$ cat src/rtl/demux_pkg.sv
`default_nettype none
// ============================================================================
//  Module      : demux_pkg
//  Description : Shared types and defaults for the 1-to-N serial demultiplexer
//                / deserializer (demux_1n_deser and its sub-blocks).
//                Contents:
//                  - demux_state_t   : collector state encoding
//                  - DEMUX_N_DEFAULT : default word width (output lanes)
//  Revision    : 1.0 - initial release
// ============================================================================
package demux_pkg;

    // Default number of output lanes; must be a power of two, at least 2.
    localparam int DEMUX_N_DEFAULT = 16;

    // PAR is only reachable when the parity option is compiled in.
    typedef enum logic [1:0] {
        IDLE  = 2'd0,
        SHIFT = 2'd1,
        PAR   = 2'd2
    } demux_state_t;

endpackage : demux_pkg
`default_nettype wire

$ cat src/rtl/demux_1n_deser_if.sv
`default_nettype none
// ============================================================================
//  Module      : demux_1n_deser_if
//  Description : Bundle of the serial input and parallel output signals of
//                demux_1n_deser.
//                  start      : frame-start pulse (arms / re-arms collector)
//                  din        : serial data bit
//                  din_valid  : din qualifier
//                  dout       : last completed N-bit word
//                  dout_valid : one-cycle pulse when dout updates
//                  sel_cnt    : lane index for the next accepted bit
//                  busy       : frame collection in progress
//                  par_err    : parity mismatch flag (DEMUX_PARITY_EN only)
//                Modports: master = serial source / consumer side,
//                          slave  = the deserializer itself.
//                Optional feature macro: DEMUX_PARITY_EN
//  Revision    : 1.0 - initial release
// ============================================================================
interface demux_1n_deser_if
    import demux_pkg::*;
#(
    parameter int N = DEMUX_N_DEFAULT
);

    logic                 start;
    logic                 din;
    logic                 din_valid;
    logic [N-1:0]         dout;
    logic                 dout_valid;
    logic [$clog2(N)-1:0] sel_cnt;
    logic                 busy;
`ifdef DEMUX_PARITY_EN
    logic                 par_err;
`endif

    modport master (
        output start,
        output din,
        output din_valid,
        input  dout,
        input  dout_valid,
        input  sel_cnt,
`ifdef DEMUX_PARITY_EN
        input  par_err,
`endif
        input  busy
    );

    modport slave (
        input  start,
        input  din,
        input  din_valid,
        output dout,
        output dout_valid,
        output sel_cnt,
`ifdef DEMUX_PARITY_EN
        output par_err,
`endif
        output busy
    );

endinterface : demux_1n_deser_if
`default_nettype wire

$ cat src/rtl/demux_sel_cnt.sv
`default_nettype none
// ============================================================================
//  Module      : demux_sel_cnt
//  Description : Lane select counter for demux_1n_deser. Wraps naturally from
//                N-1 to 0 because N is a power of two.
//                  clk   : clock
//                  rst_n : synchronous active-low reset (count -> 0)
//                  clr   : synchronous clear (frame start / restart)
//                  inc   : advance by one (accepted data bit)
//                  cnt   : current lane index
//                  last  : cnt == N-1 (next accepted bit completes the word)
//  Revision    : 1.0 - initial release
// ============================================================================
module demux_sel_cnt
    import demux_pkg::*;
#(
    parameter int N = DEMUX_N_DEFAULT
) (
    input  logic                 clk,
    input  logic                 rst_n,
    input  logic                 clr,
    input  logic                 inc,
    output logic [$clog2(N)-1:0] cnt,
    output logic                 last
);

    localparam int SW = $clog2(N);
    localparam logic [SW-1:0] c_last = SW'(N - 1);

    logic [SW-1:0] r_cnt;

    // Clear wins over increment: a restart drops the bit presented with it.
    always_ff @(posedge clk) begin
        if (!rst_n) begin
            r_cnt <= '0;
        end else if (clr) begin
            r_cnt <= '0;
        end else if (inc) begin
            r_cnt <= r_cnt + 1'b1;
        end
    end

    assign cnt  = r_cnt;
    assign last = (r_cnt == c_last);

endmodule : demux_sel_cnt
`default_nettype wire

$ cat src/rtl/demux_1n_deser.sv
`default_nettype none
// ============================================================================
//  Module      : demux_1n_deser
//  Description : Sequential 1-to-N demultiplexer / deserializer. Serial bits
//                are steered into lane sel_cnt of a shadow word; the finished
//                word is published on dout with a one-cycle dout_valid pulse.
//                Bit k on the line lands in dout[k].
//  Ports       : clk   - clock, rising edge
//                rst_n - synchronous active-low reset
//                bus   - demux_1n_deser_if.slave (start, din, din_valid,
//                        dout, dout_valid, sel_cnt, busy [, par_err])
//  Options     : DEMUX_PARITY_EN - when defined, each word is followed by an
//                even-parity bit, checked into par_err.
//  Revision    : 1.0 - initial release
// ============================================================================
module demux_1n_deser
    import demux_pkg::*;
#(
    parameter int N = DEMUX_N_DEFAULT
) (
    input  logic            clk,
    input  logic            rst_n,
    demux_1n_deser_if.slave bus
);

    localparam int SW = $clog2(N);

    demux_state_t  r_state;
    demux_state_t  w_state_nxt;

    logic [N-1:0]  r_shadow;
    logic [N-1:0]  w_shadow_upd;
    logic [N-1:0]  r_dout;
    logic          r_dout_valid;
`ifdef DEMUX_PARITY_EN
    logic          r_par_err;
`endif

    logic          w_cnt_clr;
    logic          w_cnt_inc;
    logic          w_shadow_clr;
    logic          w_shadow_wr;
    logic          w_word_done;
    logic [SW-1:0] w_sel_cnt;
    logic          w_sel_last;

    demux_sel_cnt #(
        .N (N)
    ) u_sel_cnt (
        .clk   (clk),
        .rst_n (rst_n),
        .clr   (w_cnt_clr),
        .inc   (w_cnt_inc),
        .cnt   (w_sel_cnt),
        .last  (w_sel_last)
    );

    // ------------------------------------------------------------------
    // FSM state register
    // ------------------------------------------------------------------
    always_ff @(posedge clk) begin
        if (!rst_n) begin
            r_state <= IDLE;
        end else begin
            r_state <= w_state_nxt;
        end
    end

    // ------------------------------------------------------------------
    // FSM next state and datapath strobes
    // start is honoured in every state and always beats din_valid.
    // ------------------------------------------------------------------
    always_comb begin
        w_state_nxt  = r_state;
        w_cnt_clr    = 1'b0;
        w_cnt_inc    = 1'b0;
        w_shadow_clr = 1'b0;
        w_shadow_wr  = 1'b0;
        w_word_done  = 1'b0;

        case (r_state)
            IDLE: begin
                if (bus.start) begin
                    w_state_nxt  = SHIFT;
                    w_cnt_clr    = 1'b1;
                    w_shadow_clr = 1'b1;
                end
            end

            SHIFT: begin
                if (bus.start) begin
                    w_state_nxt  = SHIFT;
                    w_cnt_clr    = 1'b1;
                    w_shadow_clr = 1'b1;
                end else if (bus.din_valid) begin
                    w_shadow_wr = 1'b1;
                    w_cnt_inc   = 1'b1;
                    if (w_sel_last) begin
`ifdef DEMUX_PARITY_EN
                        w_state_nxt = PAR;
`else
                        w_state_nxt = IDLE;
                        w_word_done = 1'b1;
`endif
                    end
                end
            end

`ifdef DEMUX_PARITY_EN
            PAR: begin
                if (bus.start) begin
                    w_state_nxt  = SHIFT;
                    w_cnt_clr    = 1'b1;
                    w_shadow_clr = 1'b1;
                end else if (bus.din_valid) begin
                    w_state_nxt = IDLE;
                    w_word_done = 1'b1;
                end
            end
`endif

            default: begin
                w_state_nxt = IDLE;
            end
        endcase
    end

    // Shadow word with the current bit merged in at the selected lane.
    always_comb begin
        w_shadow_upd            = r_shadow;
        w_shadow_upd[w_sel_cnt] = bus.din;
    end

    // ------------------------------------------------------------------
    // Shadow, output word and flags
    // ------------------------------------------------------------------
    always_ff @(posedge clk) begin
        if (!rst_n) begin
            r_shadow     <= '0;
            r_dout       <= '0;
            r_dout_valid <= 1'b0;
`ifdef DEMUX_PARITY_EN
            r_par_err    <= 1'b0;
`endif
        end else begin
            r_dout_valid <= w_word_done;

            if (w_shadow_clr) begin
                r_shadow <= '0;
            end else if (w_shadow_wr) begin
                r_shadow <= w_shadow_upd;
            end

            if (w_word_done) begin
`ifdef DEMUX_PARITY_EN
                // The shadow is already complete; din is the parity bit.
                r_dout    <= r_shadow;
                r_par_err <= bus.din ^ (^r_shadow);
`else
                // The final data bit is folded in on the same edge.
                r_dout    <= w_shadow_upd;
`endif
            end
        end
    end

    assign bus.dout       = r_dout;
    assign bus.dout_valid = r_dout_valid;
    assign bus.sel_cnt    = w_sel_cnt;
    assign bus.busy       = (r_state != IDLE);
`ifdef DEMUX_PARITY_EN
    assign bus.par_err    = r_par_err;
`endif

endmodule : demux_1n_deser
`default_nettype wire
$ cat src/flat_wrapper.sv
// flat-port wrapper written by rule: the top's interface ports become plain ports
module demux_1n_deser_flat import demux_pkg::*;
#(
    parameter int N = DEMUX_N_DEFAULT
)
  (clk, rst_n, bus_start, bus_din, bus_din_valid, bus_dout, bus_dout_valid, bus_sel_cnt, bus_busy);
  demux_1n_deser_if #(.N(N)) bus_i ();
  input  logic clk;
  input  logic rst_n;
  input wire logic [$bits(bus_i.start)-1:0] bus_start;
  input wire logic [$bits(bus_i.din)-1:0] bus_din;
  input wire logic [$bits(bus_i.din_valid)-1:0] bus_din_valid;
  output wire logic [$bits(bus_i.dout)-1:0] bus_dout;
  output wire logic [$bits(bus_i.dout_valid)-1:0] bus_dout_valid;
  output wire logic [$bits(bus_i.sel_cnt)-1:0] bus_sel_cnt;
  output wire logic [$bits(bus_i.busy)-1:0] bus_busy;
  assign bus_i.start = bus_start;
  assign bus_i.din = bus_din;
  assign bus_i.din_valid = bus_din_valid;
  assign bus_dout = bus_i.dout;
  assign bus_dout_valid = bus_i.dout_valid;
  assign bus_sel_cnt = bus_i.sel_cnt;
  assign bus_busy = bus_i.busy;
  demux_1n_deser #(.N(N)) u_core (.clk(clk), .rst_n(rst_n), .bus(bus_i));
endmodule
$ cat config.mk
export PLATFORM = sky130hd
export DESIGN_NAME = demux_1n_deser_flat
export DESIGN_NICKNAME = d
export VERILOG_FILES = /design/src/rtl/demux_pkg.sv /design/src/rtl/demux_1n_deser_if.sv /design/src/rtl/demux_sel_cnt.sv /design/src/rtl/demux_1n_deser.sv /design/src/flat_wrapper.sv
export SDC_FILE = /design/constraint.sdc
export NUM_CORES = 1
export LEC_CHECK = 0
export CORE_UTILIZATION = 45
export DETAILED_ROUTE_END_ITERATION = 10
export GPL_TIMING_DRIVEN = 1
export PLACE_DENSITY = 0.71
export SLEW_MARGIN = 20
export SYNTH_ARGS = -nofsm -noshare
export SYNTH_HDL_FRONTEND = slang
export SYNTH_SLANG_ARGS = --single-unit
$ cat constraint.sdc
create_clock -name clk -period 1.4 [get_ports clk]
set_input_delay 0.14 -clock clk [delete_from_list [all_inputs] [get_ports clk]]
set_output_delay 0.14 -clock clk [all_outputs]
set_load 0.01 [all_outputs]
## Word level (Yosys, flattened, before mapping)

Index checks and enable logic that the tools add are counted.

- Latch bits: 0
- Memory bits (writable): 0
- Memories: 0
- Memory bits (read-only): 0
- Bits of input ports: 5
- Output and inout port bits: 22
- Bits in registers: 39

- Divide/modulo/power cells: 0
- Shifts and indexed selects: 0
- Reduce and logical (&&, ||, !) cells: 6
- Multipliers: 0
- Add/subtract/negate cells: 1
- Bitwise gates (word level): 1
- Equal/unequal tests: 5
- Multiplexer cells: 17
- $lt $le $gt $ge: 2

Operators by type and width:

| operator | count |
|---|---|
| $bwmux 16 | 1 |
| $mux 1 | 10 |
| $mux 2 | 4 |
| $ne 3x3->1 const B | 2 |
| $lt 4x5->1 const B | 1 |
| $add 4x1->4 const B | 1 |
| $demux 1 s4 | 1 |
| $eq 4x4->1 const B | 1 |
| $ge 4x1->1 const B | 1 |
| $pmux 2 s2 | 1 |
| $reduce_or 2->1 | 2 |
| $reduce_and 3->1 | 1 |
| $eq 2x1->1 const B | 1 |
| $logic_not 2->1 | 1 |
| $ne 2x2->1 const B | 1 |
| $reduce_bool 2->1 | 1 |
| $logic_and 1x1->1 | 1 |
| $not 1->1 | 1 |

## Longest topological paths before layout

- Depth after elaboration: 5
- Mapped depth: 6
- Gate-level depth less buffers: 5

## By module

From an unflattened synthesis, not the netlist that was laid out.

- Cells, all modules: 200
- Area total of the unflattened synthesis: 1979.4 µm²

Modules (own cells, without submodules):

| module | area an instance (µm²) | instances | cells an instance |
|---|---|---|---|
| demux_1n_deser | 1790.5 | 1 | 182 |
| demux_sel_cnt | 188.9 | 1 | 18 |

## Worst setup path before layout

No wires, ideal clock.

- Path kind: reg-to-reg
- Start point: reg u_core.u_sel_cnt.r_cnt[0] (netlist: u_core.u_sel_cnt.cnt[0])
- End point: reg u_core.r_dout[1] (netlist: u_core.bus.dout[1])
- Clock period less this slack: 1.460 ns
- Setup time: 0.123 ns
- Cell stages (with the launch flop): 6
- Arrival: 1.337 ns
- Required time: 1.277 ns
- Path slack: -0.060 ns
- Buffers on the path: 1
- Path through: dfxtp_1 > ha_1 > buf_2 > nor3b_1 > mux2i_1 > a211oi_2

- Word-level cells in the longest chain between the ends: 5
- Elaborated cells between the ends (all ways): 11
- Classes of those cells: order compare (2); eq/ne (1); mux (7); reduce/logical (1)

RTL lines:

| element | line | RTL |
|---|---|---|
| from (decl) | demux_sel_cnt.sv:30 | `logic [SW-1:0] r_cnt;` |
| from (signal assigned) | demux_sel_cnt.sv:39 | `r_cnt <= r_cnt + 1'b1;` |
| $lt 4x5->1 (implied by the code) (tied with other cells) | demux_1n_deser.sv:131 | `w_shadow_upd[w_sel_cnt] = bus.din;` |
| $logic_and 1x1->1 (implied by the code) or $mux 1 (tied branches) | demux_1n_deser.sv:131, demux_1n_deser.sv:98 |  |
| $mux 1 (on tied branches) | demux_1n_deser.sv:131, demux_1n_deser.sv:95 |  |
| $demux 1 s4 or $mux 1 (tied branches) | - |  |
| $bwmux 16 or $mux 1 (tied branches) | demux_1n_deser.sv:131, demux_1n_deser.sv:81 |  |
| to (signal assigned) | demux_1n_deser.sv:161 | `r_dout <= w_shadow_upd;` |
| to (decl) | demux_1n_deser.sv:33 | `logic [N-1:0] r_dout;` |

Parallel ways exist; a longest one is shown, timed or not.
A chain may end at the register's enable or synchronous reset.

## Worst setup path in the final report

- Start point: reg u_core.u_sel_cnt.r_cnt[0] (netlist: u_core.u_sel_cnt.cnt[0])
- End point: reg u_core.r_dout[0] (netlist: u_core.bus.dout[0])

Same word-level chain as after synthesis.

==> results.yml <==
place:
  place_area_mm2: 0.00228
  port-buffer-count: 26
  place_hpwl_um: 3060
  finalWeightedCongestion: 0.811
  dp_slack_ns: -0.0564
global_routing:
  grt_pass1_wl_um: 7240
  grt_max_degree: 29
  grt_use_met2: 0.351
  grt_pass1_vias: 1516
  grt-busiest-layer: "met2"
  antenna_found_initial: 0
  grt_usage: 0.221
  overflow: 0
  gr-usage-met1: 0.295
  grt_use_met3: 0.0514
timing:
  max_freq_mhz: 716
  fin_worst_skew_ns: 0.0101
  fin_crit_ns: 1.40
  period_share: 0.997
  relSlewSlack: 0.767
  finalHoldViolCount: 0
  slew_violations: 0
  rsz0062_at_grt: "true"
  setup_viol: 0
  tightest_slew_ns: 0.348
  finalWorstSetupSlack_ns: 0.00383
worst_setup_path:
  cp_data_arrival_time_ns: 1.57
  cp_data_required_time_ns: 1.57
  endpoint_kind: "flip-flop"
  critPathKind: "flip-flop to flip-flop"
  rrSetupSlack_ns: 0.004
  worst-path-max-fanout: 5
  worstSetupStartpointType: "flip-flop"
finish:
  antenna_cells: 0
  area.growth.synth_to_final_pct: 29.5
  final_layout_size_suffix_gt1_frac: 0.257
  layout_commonest_cell: "a21oi_1"
  nets: 250
  fillCellCount: 356
  finish.instance_area_mm2: 0.00242
  final_cell_mix: "33 x a21oi_1, 32 x dfxtp_1, 24 x buf_4"
power_and_ir_drop:
  power.total_uw: 1960
  p_per_area_mw_per_mm2: 808
  vdd_drop_max_mv: 0.500
  p_leak_uw: 0.000872
job:
  cap_violations: 0
cts:
  cts_buffer_depth: 2
  cts_root_buf: "clkbuf_8"
  htree_levels: 2
  insertion_delay_ns: 0.29
  cts_buffers: 5
  tritoncts: "built"
  hold_buffers: 0
  clock-sinks: 37
  post_cts_buffers: 0
  clk_pin_slew_worst_paths_ns: 0.07
synthesis:
  netlist.area_leader.share: 0.396
  synth_area_leaders: "dfxtp_1 40%, a21oi_1 8.8%, a211oi_2 6.7%"
  netlist_instances: 202
  synth_nets: 211
  synth_top_area_cell: "dfxtp_1"
  yosysWarnings: 0
  synth-seq-cells: 37
  synth.avg_cell_area_um2: 9.27
  synth_area_mm2: 0.00187
  yosysSeqAreaShare: 0.396
  ys_types: 37
floorplan:
  start_util: 0.468
  die-area_mm2: 0.00442
  fp.dieH_um: 66.5
  io_pins: 27
  die_w_um: 66.5
  core-area_mm2: 0.00400
  rows: 23
drt:
  wl_um: 4370
  avgRoutedWirePerCell_um: 15.0
  first_pass_iters: 7
  post_drt_via_cell_ratio: 5.55
  drt_iter0_drc: 76
  dr_total_vias: 1615
  drc: 1
  antenna_left: 0
run_status:
  violations: "design-rule violations"
  run_status: "complete, but fails checks"
worst_hold_path:
  hold_class: "input port to flip-flop"
-- synthesized netlist by cell type (all sizes together) --
library cell	count
nor3	1
nor3b	3
nand2	3
mux2i	12
ha	4
nand3b	6
and2	1
inv	5
xnor2	2
and4	2
nand4b	2
nand2b	2
clkinv	1
a21oi	34
and2b	1
nor2	5
a211oi	12
buf	17
o21ai	17
nand4	11
nand3	11
a21bo	3
or3	1
nand4bb	1
nor2b	2
clkbuf	5
and3	1
dfxtp	37
-- layout make-up --
cell class | count | area (µm²) | area share
clock buffer | 6 | 82.6 | 0.0341
clock inverter | 1 | 7.51 | 0.00310
inverter | 6 | 22.5 | 0.00929
multi-input combinational | 137 | 978 | 0.404
sequential | 37 | 754 | 0.311
tap | 50 | 62.6 | 0.0258
timing repair buffer | 54 | 515 | 0.213
-- flip-flops by register name, summed over array words and instances (netlist names) --
register and cells:
u_core.bus.dout 16, u_core.r_shadow 15, u_core.u_sel_cnt.cnt 4, u_core.bus.dout_valid 1, u_core.r_state 1
-- logic make-up after synthesis --
group,after synthesis,share of synthesized area
and+or+nand+nor,53,0.177
buffers and inverters,28,0.0976
xor gates and xnor gates,2,0.00936
DFF,37,0.396
AOI/OAI and AO/OA,66,0.229
muxes,12,0.0642
adders and majority gates,4,0.0267
-- worst paths after layout --
path                                 from  cells past startpoint                  end
setup / recovery  u_core.u_sel_cnt.cnt[0]                      5   u_core.bus.dout[0]
hold / removal                      rst_n                      3   u_core.bus.dout[1]
setup reg to reg  u_core.u_sel_cnt.cnt[0]                      5   u_core.bus.dout[0]
hold reg to reg       u_core.r_shadow[14]                      2  u_core.r_shadow[14]
-- stage by stage --
step / hold slack [ns] / setup TNS [ns] / util / cells
global route: 0.465 / -0.233 / 0.606 / 291
CTS: 0.447 / -0.0620 / 0.599 / 291
finish: 0.458 / 0 / 0.606 / 291
global placement: 0.461 / -0.118 / 0.571 / 284
floorplan: 0.257 / 0 / - / 202
detailed placement: 0.468 / -0.357 / 0.571 / 284
-- what timing repair did --
| action | 4_1_cts | 5_1_grt |
|---|---|---|
| pin swaps | 1 | 0 |
| setup endpoints to repair | 6 | 14 |
| gates resized for setup | 9 | 10 |
-- layer usage --
layer / share of wire / up-vias
met5: 0 / -
met4: 0.013 / 0
met3: 0.036 / 6
met2: 0.49 / 46
met1: 0.46 / 752
li1: - / 811
-- worst max-delay path, cell delays in order, from the launching register on --
cell and delay, ns:
dfxtp_4 0.36, inv_1 0.08, ha_2 0.25, nor3b_2 0.23, mux2i_1 0.27, a211oi_2 0.09
-- power breakdown --
| part | internal [µW] | leakage (µW) | switching, µW |
|---|---|---|---|
| Clock | 389 | 0.0000433 | 363 |
| Combinational | 67.1 | 0.000527 | 84.2 |
| Sequential | 1050 | 0.000301 | 3.74 |
| Total | 1510 | 0.000872 | 451 |
Power figures use the tool's default switching activity.
